**config.mk**
```make
export PLATFORM = sky130hd
export DESIGN_NAME = uart_rx
export DESIGN_NICKNAME = d
export VERILOG_FILES = /design/src/rtl/uart_rx.sv
export SDC_FILE = /design/constraint.sdc
export NUM_CORES = 1
export LEC_CHECK = 0
export ABC_AREA = 1
export CELL_PAD_IN_SITES_DETAIL_PLACEMENT = 0
export CELL_PAD_IN_SITES_GLOBAL_PLACEMENT = 1
export CORE_UTILIZATION = 46
export CTS_BUF_LIST = sky130_fd_sc_hd__clkbuf_8
export DETAILED_ROUTE_END_ITERATION = 16
export PLACE_DENSITY = 0.85
export SETUP_SLACK_MARGIN = 0.05
export SYNTH_ARGS = -nofsm -noshare
export SYNTH_HDL_FRONTEND = slang
export SYNTH_SLANG_ARGS = --single-unit
```
**constraint.sdc**
```tcl
create_clock -name clk -period 4.5 [get_ports clk]
set_input_delay 0.9 -clock clk [delete_from_list [all_inputs] [get_ports clk]]
set_output_delay 0.9 -clock clk [all_outputs]
set_load 0.005 [all_outputs]
```
**src/rtl/uart_rx.sv**
```systemverilog
`timescale 1ns/1ps
// uart_rx -- 8-N-1 UART receiver with 16x oversampling and 3-sample majority
// voting. The received bytes are presented on a valid/ready stream.
//
// Optional feature macro: UART_RX_PARITY_EN
//   If defined, the receiver expects 8-E-1 frames. An even-parity bit follows
//   the data, and the parity_err output is added.
//
// Ports:
//   clk        system clock, rising edge
//   rst        synchronous active-high reset
//   rx         asynchronous serial input, idles high
//   m_data     received byte, held stable while m_valid is high
//   m_valid    m_data holds an unconsumed byte
//   m_ready    downstream accepts the byte when high together with m_valid
//   frame_err  one-cycle pulse when the stop bit samples low
//   overrun    one-cycle pulse when a good byte is dropped because the
//              output is still full
//   busy       high whenever the FSM is not idle
//   parity_err (UART_RX_PARITY_EN only) one-cycle pulse on a parity mismatch
module uart_rx #(
  parameter int CLK_FREQ   = 50_000_000,
  parameter int BAUD_RATE  = 115_200,
  parameter int OVERSAMPLE = 16
) (
  input  logic       clk,
  input  logic       rst,
  input  logic       rx,
  output logic [7:0] m_data,
  output logic       m_valid,
  input  logic       m_ready,
  output logic       frame_err,
  output logic       overrun,
  output logic       busy
`ifdef UART_RX_PARITY_EN
  ,
  output logic       parity_err
`endif
);

  localparam int DIV = CLK_FREQ / (BAUD_RATE * OVERSAMPLE);
  localparam int TW  = (DIV > 1) ? $clog2(DIV) : 1;
  localparam int SW  = $clog2(OVERSAMPLE);

  localparam logic [TW-1:0] TICK_LAST = TW'(DIV - 1);
  localparam logic [SW-1:0] S_LO      = SW'(OVERSAMPLE / 2 - 1);
  localparam logic [SW-1:0] S_MID     = SW'(OVERSAMPLE / 2);
  localparam logic [SW-1:0] S_HI      = SW'(OVERSAMPLE / 2 + 1);
  localparam logic [SW-1:0] S_LAST    = SW'(OVERSAMPLE - 1);

  typedef enum logic [2:0] {
    IDLE,
    START,
    DATA,
    STOP,
    BREAK
`ifdef UART_RX_PARITY_EN
    ,
    PARITY
`endif
  } state_t;

  state_t state_reg, state_next;

  logic          rx_meta_reg, rx_s_reg;
  logic [TW-1:0] tick_cnt_reg;
  logic [SW-1:0] sample_cnt_reg;
  logic          samp_lo_reg, samp_mid_reg;
  logic [2:0]    bit_cnt_reg;
  logic [7:0]    shift_reg;
  logic [7:0]    m_data_reg;
  logic          m_valid_reg, frame_err_reg, overrun_reg;

  logic tick, at_decide, at_end, maj;
  logic shift_en, deliver, frame_bad;
`ifdef UART_RX_PARITY_EN
  logic parity_bad_reg, parity_err_reg;
  logic par_capture, par_pulse;
`endif

  assign tick      = (tick_cnt_reg == TICK_LAST);
  assign at_decide = tick && (sample_cnt_reg == S_HI);
  assign at_end    = tick && (sample_cnt_reg == S_LAST);
  // The third vote is the live synchronised sample taken at the decision tick.
  assign maj = (samp_lo_reg & samp_mid_reg) | (samp_lo_reg & rx_s_reg) |
               (samp_mid_reg & rx_s_reg);

  always_comb begin
    state_next = state_reg;
    shift_en   = 1'b0;
    deliver    = 1'b0;
    frame_bad  = 1'b0;
`ifdef UART_RX_PARITY_EN
    par_capture = 1'b0;
    par_pulse   = 1'b0;
`endif
    case (state_reg)
      IDLE:  if (!rx_s_reg) state_next = START;
      START: begin
        if (at_decide && maj) state_next = IDLE;  // glitch, not a start bit
        else if (at_end)      state_next = DATA;
      end
      DATA: begin
        shift_en = at_decide;
        if (at_end && bit_cnt_reg == 3'd7) begin
`ifdef UART_RX_PARITY_EN
          state_next = PARITY;
`else
          state_next = STOP;
`endif
        end
      end
`ifdef UART_RX_PARITY_EN
      PARITY: begin
        par_capture = at_decide;
        if (at_end) state_next = STOP;
      end
`endif
      STOP: begin
        // Decide mid-stop-bit and go idle straight away, so that a start bit
        // that follows with no gap is still caught on its leading edge.
        if (at_decide) begin
`ifdef UART_RX_PARITY_EN
          par_pulse = parity_bad_reg;
`endif
          if (maj) begin
            state_next = IDLE;
`ifdef UART_RX_PARITY_EN
            deliver = !parity_bad_reg;
`else
            deliver = 1'b1;
`endif
          end else begin
            frame_bad  = 1'b1;
            state_next = BREAK;
          end
        end
      end
      BREAK:   if (rx_s_reg) state_next = IDLE;
      default: state_next = IDLE;
    endcase
  end

  always_ff @(posedge clk) begin
    if (rst) begin
      state_reg      <= IDLE;
      rx_meta_reg    <= 1'b1;
      rx_s_reg       <= 1'b1;
      tick_cnt_reg   <= '0;
      sample_cnt_reg <= '0;
      samp_lo_reg    <= 1'b1;
      samp_mid_reg   <= 1'b1;
      bit_cnt_reg    <= '0;
      shift_reg      <= '0;
      m_data_reg     <= '0;
      m_valid_reg    <= 1'b0;
      frame_err_reg  <= 1'b0;
      overrun_reg    <= 1'b0;
`ifdef UART_RX_PARITY_EN
      parity_bad_reg <= 1'b0;
      parity_err_reg <= 1'b0;
`endif
    end else begin
      state_reg   <= state_next;
      rx_meta_reg <= rx;
      rx_s_reg    <= rx_meta_reg;

      // The counters are held at zero while idle, so each frame starts
      // counting from the cycle the FSM enters START.
      if (state_reg == IDLE) begin
        tick_cnt_reg   <= '0;
        sample_cnt_reg <= '0;
      end else begin
        tick_cnt_reg <= tick ? '0 : tick_cnt_reg + TW'(1);
        if (tick) sample_cnt_reg <= (sample_cnt_reg == S_LAST) ? '0 : sample_cnt_reg + SW'(1);
      end

      if (tick && sample_cnt_reg == S_LO)  samp_lo_reg  <= rx_s_reg;
      if (tick && sample_cnt_reg == S_MID) samp_mid_reg <= rx_s_reg;

      if (state_reg == START)                bit_cnt_reg <= '0;
      else if (state_reg == DATA && at_end)  bit_cnt_reg <= bit_cnt_reg + 3'd1;

      if (shift_en) shift_reg <= {maj, shift_reg[7:1]};  // LSB first

`ifdef UART_RX_PARITY_EN
      // Even parity: the data bits and the parity bit together hold an even number of ones.
      if (par_capture) parity_bad_reg <= ^{shift_reg, maj};
      parity_err_reg <= par_pulse;
`endif

      frame_err_reg <= frame_bad;
      overrun_reg   <= 1'b0;
      if (deliver) begin
        if (m_valid_reg && !m_ready) begin
          overrun_reg <= 1'b1;        // keep the unconsumed byte
        end else begin
          m_data_reg  <= shift_reg;
          m_valid_reg <= 1'b1;
        end
      end else if (m_valid_reg && m_ready) begin
        m_valid_reg <= 1'b0;
      end
    end
  end

  assign m_data    = m_data_reg;
  assign m_valid   = m_valid_reg;
  assign frame_err = frame_err_reg;
  assign overrun   = overrun_reg;
  assign busy      = (state_reg != IDLE);
`ifdef UART_RX_PARITY_EN
  assign parity_err = parity_err_reg;
`endif

endmodule

```
==> results.yml, run 1 <==
outcome:
  outcome: "finished, final reports clean"
yosys:
  synth_nets: 220
  avgSynthCellArea_sq_um: 7.87
  synth_top_cell_by_area: "dfxtp_1"
  synthArstFlopShare: 0
  yosysTopAreaCellShare: 0.463
  synth_area_sq_um: 1640
  synth_common_cells: "44 x nand2_1, 38 x dfxtp_1, 25 x nand3_1"
  ys_top_cells_by_area: "dfxtp_1 46%, nand2_1 10%, nand3_1 7.6%"
  synth_cells: 209
  synth_ff_type: "dfxtp_1"
  synth_most_common_cell: "nand2_1"
  yosysSeqAreaShare: 0.463
  synth_edf_count: 0
  ys_seq_elements: 38
  ys_warn_count: 0
  synth_cell_type_count: 27
clock_network:
  clk_latency_ps: 280
  post-cts-setup-buffers: 0
  htreeDepth: 2
  cts.path.max_buffers: 2
  cts_tree: "yes"
  root_buffer: "clkbuf_8"
  cts-resized-gates: 0
  clkTransAtPathRegs_ps: 70
  cts.sinks: 38
  cts_made_buffers: 5
  ctsHoldBuffers: 0
route:
  drtAntennaViolNets: 0
  vias_per_cell: 5.05
  dr.pass1.iters: 4
  drtIter0Drc: 57
  routedWlPerCell_um: 11.0
  via_count: 1384
  drt_wl_total_um: 3020
  drc: 0
floorplanning:
  start_util: 0.485
  die_height_um: 61.8
  die_area_sq_um: 3820
  ios: 16
  row_count: 21
  core_area_sq_um: 3390
  dieWidth_um: 61.8
worst_setup_path:
  startpoint_type: "flop"
  max_stage_delay_ps: 490
  crit_start: "state_reg[2]$_SDFFE_PP0P_"
  regToRegSetupSlack_ps: 2680
  cp_max_fo: 4
  crit_required_ps: 3600
  cp-end-kind: "primary output"
  crit_slowest_cell: "clkdlybuf4s50_1"
  cp_cell_sequence: "inv_2 -> nand2_1 -> nor2_1 -> inv_1 -> clkdlybuf4s50_1"
  worstSetupPathType: "flop to primary output"
  crit_arrival_ps: 1460
  r2r_start: "state_reg[2]$_SDFFE_PP0P_"
global_route:
  antenna_found_initial: 0
  grt_max_degree: 25
  grt-ovfl-total: 0
  grt.total_usage: 0.181
  grt_pass1_wl_um: 5030
  first_global_vias: 1201
timing:
  rsz0062_at_grt: "no"
  final_hold_viol_count: 0
  tns_ps: 0
  worstMarginPinSlew_ps: 812
  finClkSkew_ps: 5.11
  slew_headroom: 0.457
  max_freq_mhz: 424
  final.period_utilization: 0.524
  slew_viol_final: 0
  whs_ps: 423
  final-setup-viol-count: 0
  finalCriticalPeriod_ps: 2360
layout:
  fillerInstances: 307
  fin_nets: 239
  stdcell_area_sq_um: 1920
  area_growth_pct: 16.7
  num_antenna_cells: 0
  layout-drive-gt1-share: 0.127
job:
  cap_violations: 0
placed_design:
  port_buffers: 15
  place_hpwl_um: 2260
  placed_cell_area_sq_um: 1840
  gp_congestion: 0.795
power:
  peakVddDrop_v: 0.000265
  p_leak_nw: 0.725
  power_density_nw_per_um2: 368
  p_total_mw: 0.705
min_path:
  holdCritPathClass: "flop to flop"
  hold_start: "rx_meta_reg$_SDFF_PP1_"
metal layers:
| layer | track usage | wire, um |
|---|---|---|
| met1 | 0.225 | 1420 |
| met2 | 0.292 | 1420 |
| met3 | 0.0580 | 123 |
| met4 | 0.0762 | 55 |
| met5 | 0 | 0 |
cell type report:
type | count | area [sq um] | share of cell area
inverter | 20 | 75.1 | 0.0391
clock inverter | 2 | 10.0 | 0.00522
clock buffer | 5 | 68.8 | 0.0359
multi-input combinational | 148 | 796 | 0.415
tap | 46 | 57.6 | 0.0300
sequential | 38 | 761 | 0.397
timing repair buffer | 15 | 150 | 0.0783
power by group:
part | total [mW] | switching [mW] | internal, mW
logic | 0.135 | 0.0878 | 0.0468
clock network | 0.214 | 0.110 | 0.104
registers | 0.357 | 0.00805 | 0.349
total | 0.705 | 0.206 | 0.499
critical path: cells and delay by family (launching register included):
family | cells | cell delay [ps]
buf+inv | 3 | 600
flops | 1 | 410
simple gates | 2 | 170
through the flow:
step,cells,setup slack (ps),utilization
after detailed placement,267,1920,0.543
after CTS,274,2140,0.566
final,274,2140,0.566
after global routing,274,2050,0.566
after global placement,267,2000,0.543
after floorplan,209,2980,-
cells by family after synthesis:
kind of cell	count (synthesis)	synth area share
xor+xnor	3	0.0160
simple gates	107	0.314
fa+ha+maj	7	0.0533
compound gates	31	0.100
flops	38	0.463
buf+inv	23	0.0533
final timing paths:
path | endpoint | cells after the start
worst max-delay path | busy | 5
worst max register to register | bit_cnt_reg[0]$_SDFFE_PP0P_ | 8
worst min-delay path | rx_s_reg$_SDFF_PP1_ | 1
worst min register to register | rx_s_reg$_SDFF_PP1_ | 1
cells in the final DEF, fill, tap and decap left out, drive strengths merged, types with 2 or more instances in the layout:
cell / count
nor3: 5
xor2: 3
nand4: 2
clkinv: 2
ha: 7
nand3: 26
nand2: 49
nor2: 19
clkdlybuf4s50: 15
o21ai: 4
or2: 5
clkbuf: 5
inv: 20
dfxtp: 38
a21oi: 25
No activity file was read; power rests on OpenSTA's default activity.
==> inputs of run 2 (changes only) <==
Settings changed: CORE_UTILIZATION 46 to 43, PLACE_DENSITY 0.85 to 0.8.
Clock period 4.5 ns to 2.2 ns, I/O delays scaled along.
==> run 2 against run 1 <==
Against the previous run: die area is 6.7% higher; critical path type unchanged; total power is 130% higher; largest power group unchanged; global-route usage increased by 0.38 points; sequential share of layout area fell by 1.2 points; critical endpoint unchanged; sequential power grew 100%; critical path depth stayed put; combinational power is 120% higher; clock-buffer cell count is 1 higher; core utilization decreased by 2.6 points.
==> results.yml, run 2 (same netlist as run 1, synthesis figures left out) <==
outcome:
  outcome: "finished, final reports clean"
worst_setup_path:
  r2r_start: "tick_cnt_reg[0]$_SDFF_PP0_"
  worstSetupPathType: "flop to primary output"
  crit_required_ps: 1760
  startpoint_type: "flop"
  max_stage_delay_ps: 490
  crit_slowest_cell: "clkdlybuf4s50_1"
  cp_cell_sequence: "inv_2 -> nand2_1 -> nor2_1 -> inv_1 -> clkdlybuf4s50_1"
  cp-end-kind: "primary output"
  regToRegSetupSlack_ps: 550
  cp_max_fo: 4
  regToRegEndpoint: "m_data[4]$_SDFFE_PP0P_"
  r2r_cells: 9
  crit_arrival_ps: 1470
timing:
  worstMarginPinSlew_ps: 323
  slew_headroom: 0.783
  rsz0062_at_grt: "no"
  final.period_utilization: 0.868
  final_hold_viol_count: 0
  final-setup-viol-count: 0
  max_freq_mhz: 524
  finClkSkew_ps: 7.85
  slew_viol_final: 0
  tns_ps: 0
  finalCriticalPeriod_ps: 1910
clock_network:
  clkTransAtPathRegs_ps: 70
  post-cts-setup-buffers: 0
  htreeDepth: 2
  cts-resized-gates: 0
  cts.path.max_buffers: 2
  clk_latency_ps: 290
  cts_tree: "yes"
  root_buffer: "clkbuf_8"
  cts.sinks: 38
  cts_made_buffers: 5
  ctsHoldBuffers: 0
layout:
  layout-drive-gt1-share: 0.139
  area_growth_pct: 20.2
  num_antenna_cells: 0
  fin_nets: 242
  final_cell_mix: "44 x nand2_1, 38 x dfxtp_1, 25 x nand3_1"
  stdcell_area_sq_um: 1980
  final_util: 0.540
  final_common_cell: "nand2_1"
global_route:
  grt_pass1_wl_um: 5890
  grt.total_usage: 0.185
  grt-ovfl-total: 0
  first_global_vias: 1352
  antenna_found_initial: 0
  grt_max_degree: 14
job:
  cap_violations: 0
placed_design:
  port_buffers: 15
  place_hpwl_um: 2400
  gp_congestion: 0.808
  placed_cell_area_sq_um: 1860
power:
  p_leak_nw: 0.753
  peakVddDrop_v: 0.000470
  p_total_mw: 1.63
  power_density_nw_per_um2: 822
min_path:
  holdCritPathClass: "flop to flop"
  hold_start: "rx_meta_reg$_SDFF_PP1_"
  worstHoldEndpoint: "rx_s_reg$_SDFF_PP1_"
  hold_path_depth: 1
floorplanning:
  die_height_um: 63.8
  row_count: 22
  core_area_sq_um: 3660
  start_util: 0.449
  die_area_sq_um: 4070
  dieWidth_um: 63.8
  ios: 16
route:
  vias_per_cell: 4.95
  drtIter0Drc: 78
  drc: 0
  dr.pass1.iters: 4
  drtAntennaViolNets: 0
  via_count: 1380
  routedWlPerCell_um: 11.9
  drt_wl_total_um: 3310
-- run 2: changes by cell type in the layout (fill, tap and decap cells not counted) --
cell | before | now
clkbuf_8 | 5 | 6
bufinv_16 | 0 | 1
buf_4 | 0 | 3
clkinv_2 | 2 | 0
-- run 2: worst max path at each step --
stage	start	end	slack, ps	cells past startpoint
final	state_reg[2]$_SDFFE_PP0P_	busy	290	5
after global routing	state_reg[2]$_SDFFE_PP0P_	busy	210	5
after CTS	state_reg[2]$_SDFFE_PP0P_	busy	290	5
after detailed placement	rst	tick_cnt_reg[2]$_SDFF_PP0_	510	4
after global placement	m_ready	m_data[5]$_SDFFE_PP0P_	550	6
after floorplan	tick_cnt_reg[0]$_SDFF_PP0_	m_data[1]$_SDFFE_PP0P_	770	9
-- run 2: where the power goes --
part	switching (mW)	internal, mW	total (mW)
registers	0.0174	0.714	0.731
logic	0.188	0.107	0.296
clock network	0.236	0.363	0.599
total	0.442	1.18	1.63
-- run 2: metal layers --
| metal | share of wire | track usage | wire length [um] | vias up |
|---|---|---|---|---|
| met2 | 0.44 | 0.290 | 1460 | 23 |
| li1 | - | - | - | 729 |
| met4 | 0.0076 | 0.0710 | 25 | 0 |
| met5 | 0 | 0 | 0 | - |
| met3 | 0.032 | 0.0536 | 107 | 2 |
| met1 | 0.52 | 0.239 | 1720 | 626 |
-- run 2: layout make-up --
cell class                 instances  area, sq um
inverter                          20         75.1
tap                               48         60.1
clock inverter                     1         30.0
multi-input combinational        148          796
sequential                        38          761
timing repair buffer              18          173
clock buffer                       6         82.6
fill                             352         1680
-- run 2: critical path, delay by kind of cell, from the launching register on --
family | cells | cell delay [ps]
DFF | 1 | 410
buffers and inverters | 3 | 610
and+or+nand+nor | 2 | 170
-- run 2: per-stage QoR --
stage / cells / setup slack [ps] / hold slack, ps
finish: 279 / 291 / 419
global route: 279 / 213 / 450
CTS: 279 / 291 / 429
detailed placement: 272 / 508 / 408
global placement: 272 / 554 / 397
floorplan: 209 / 767 / 389
==> inputs of run 3 (changes only) <==
Settings changed: SLEW_MARGIN from default to 30.
==> results of run 3 <==
The final DEF is identical to that of run 2; final timing and power are the same.
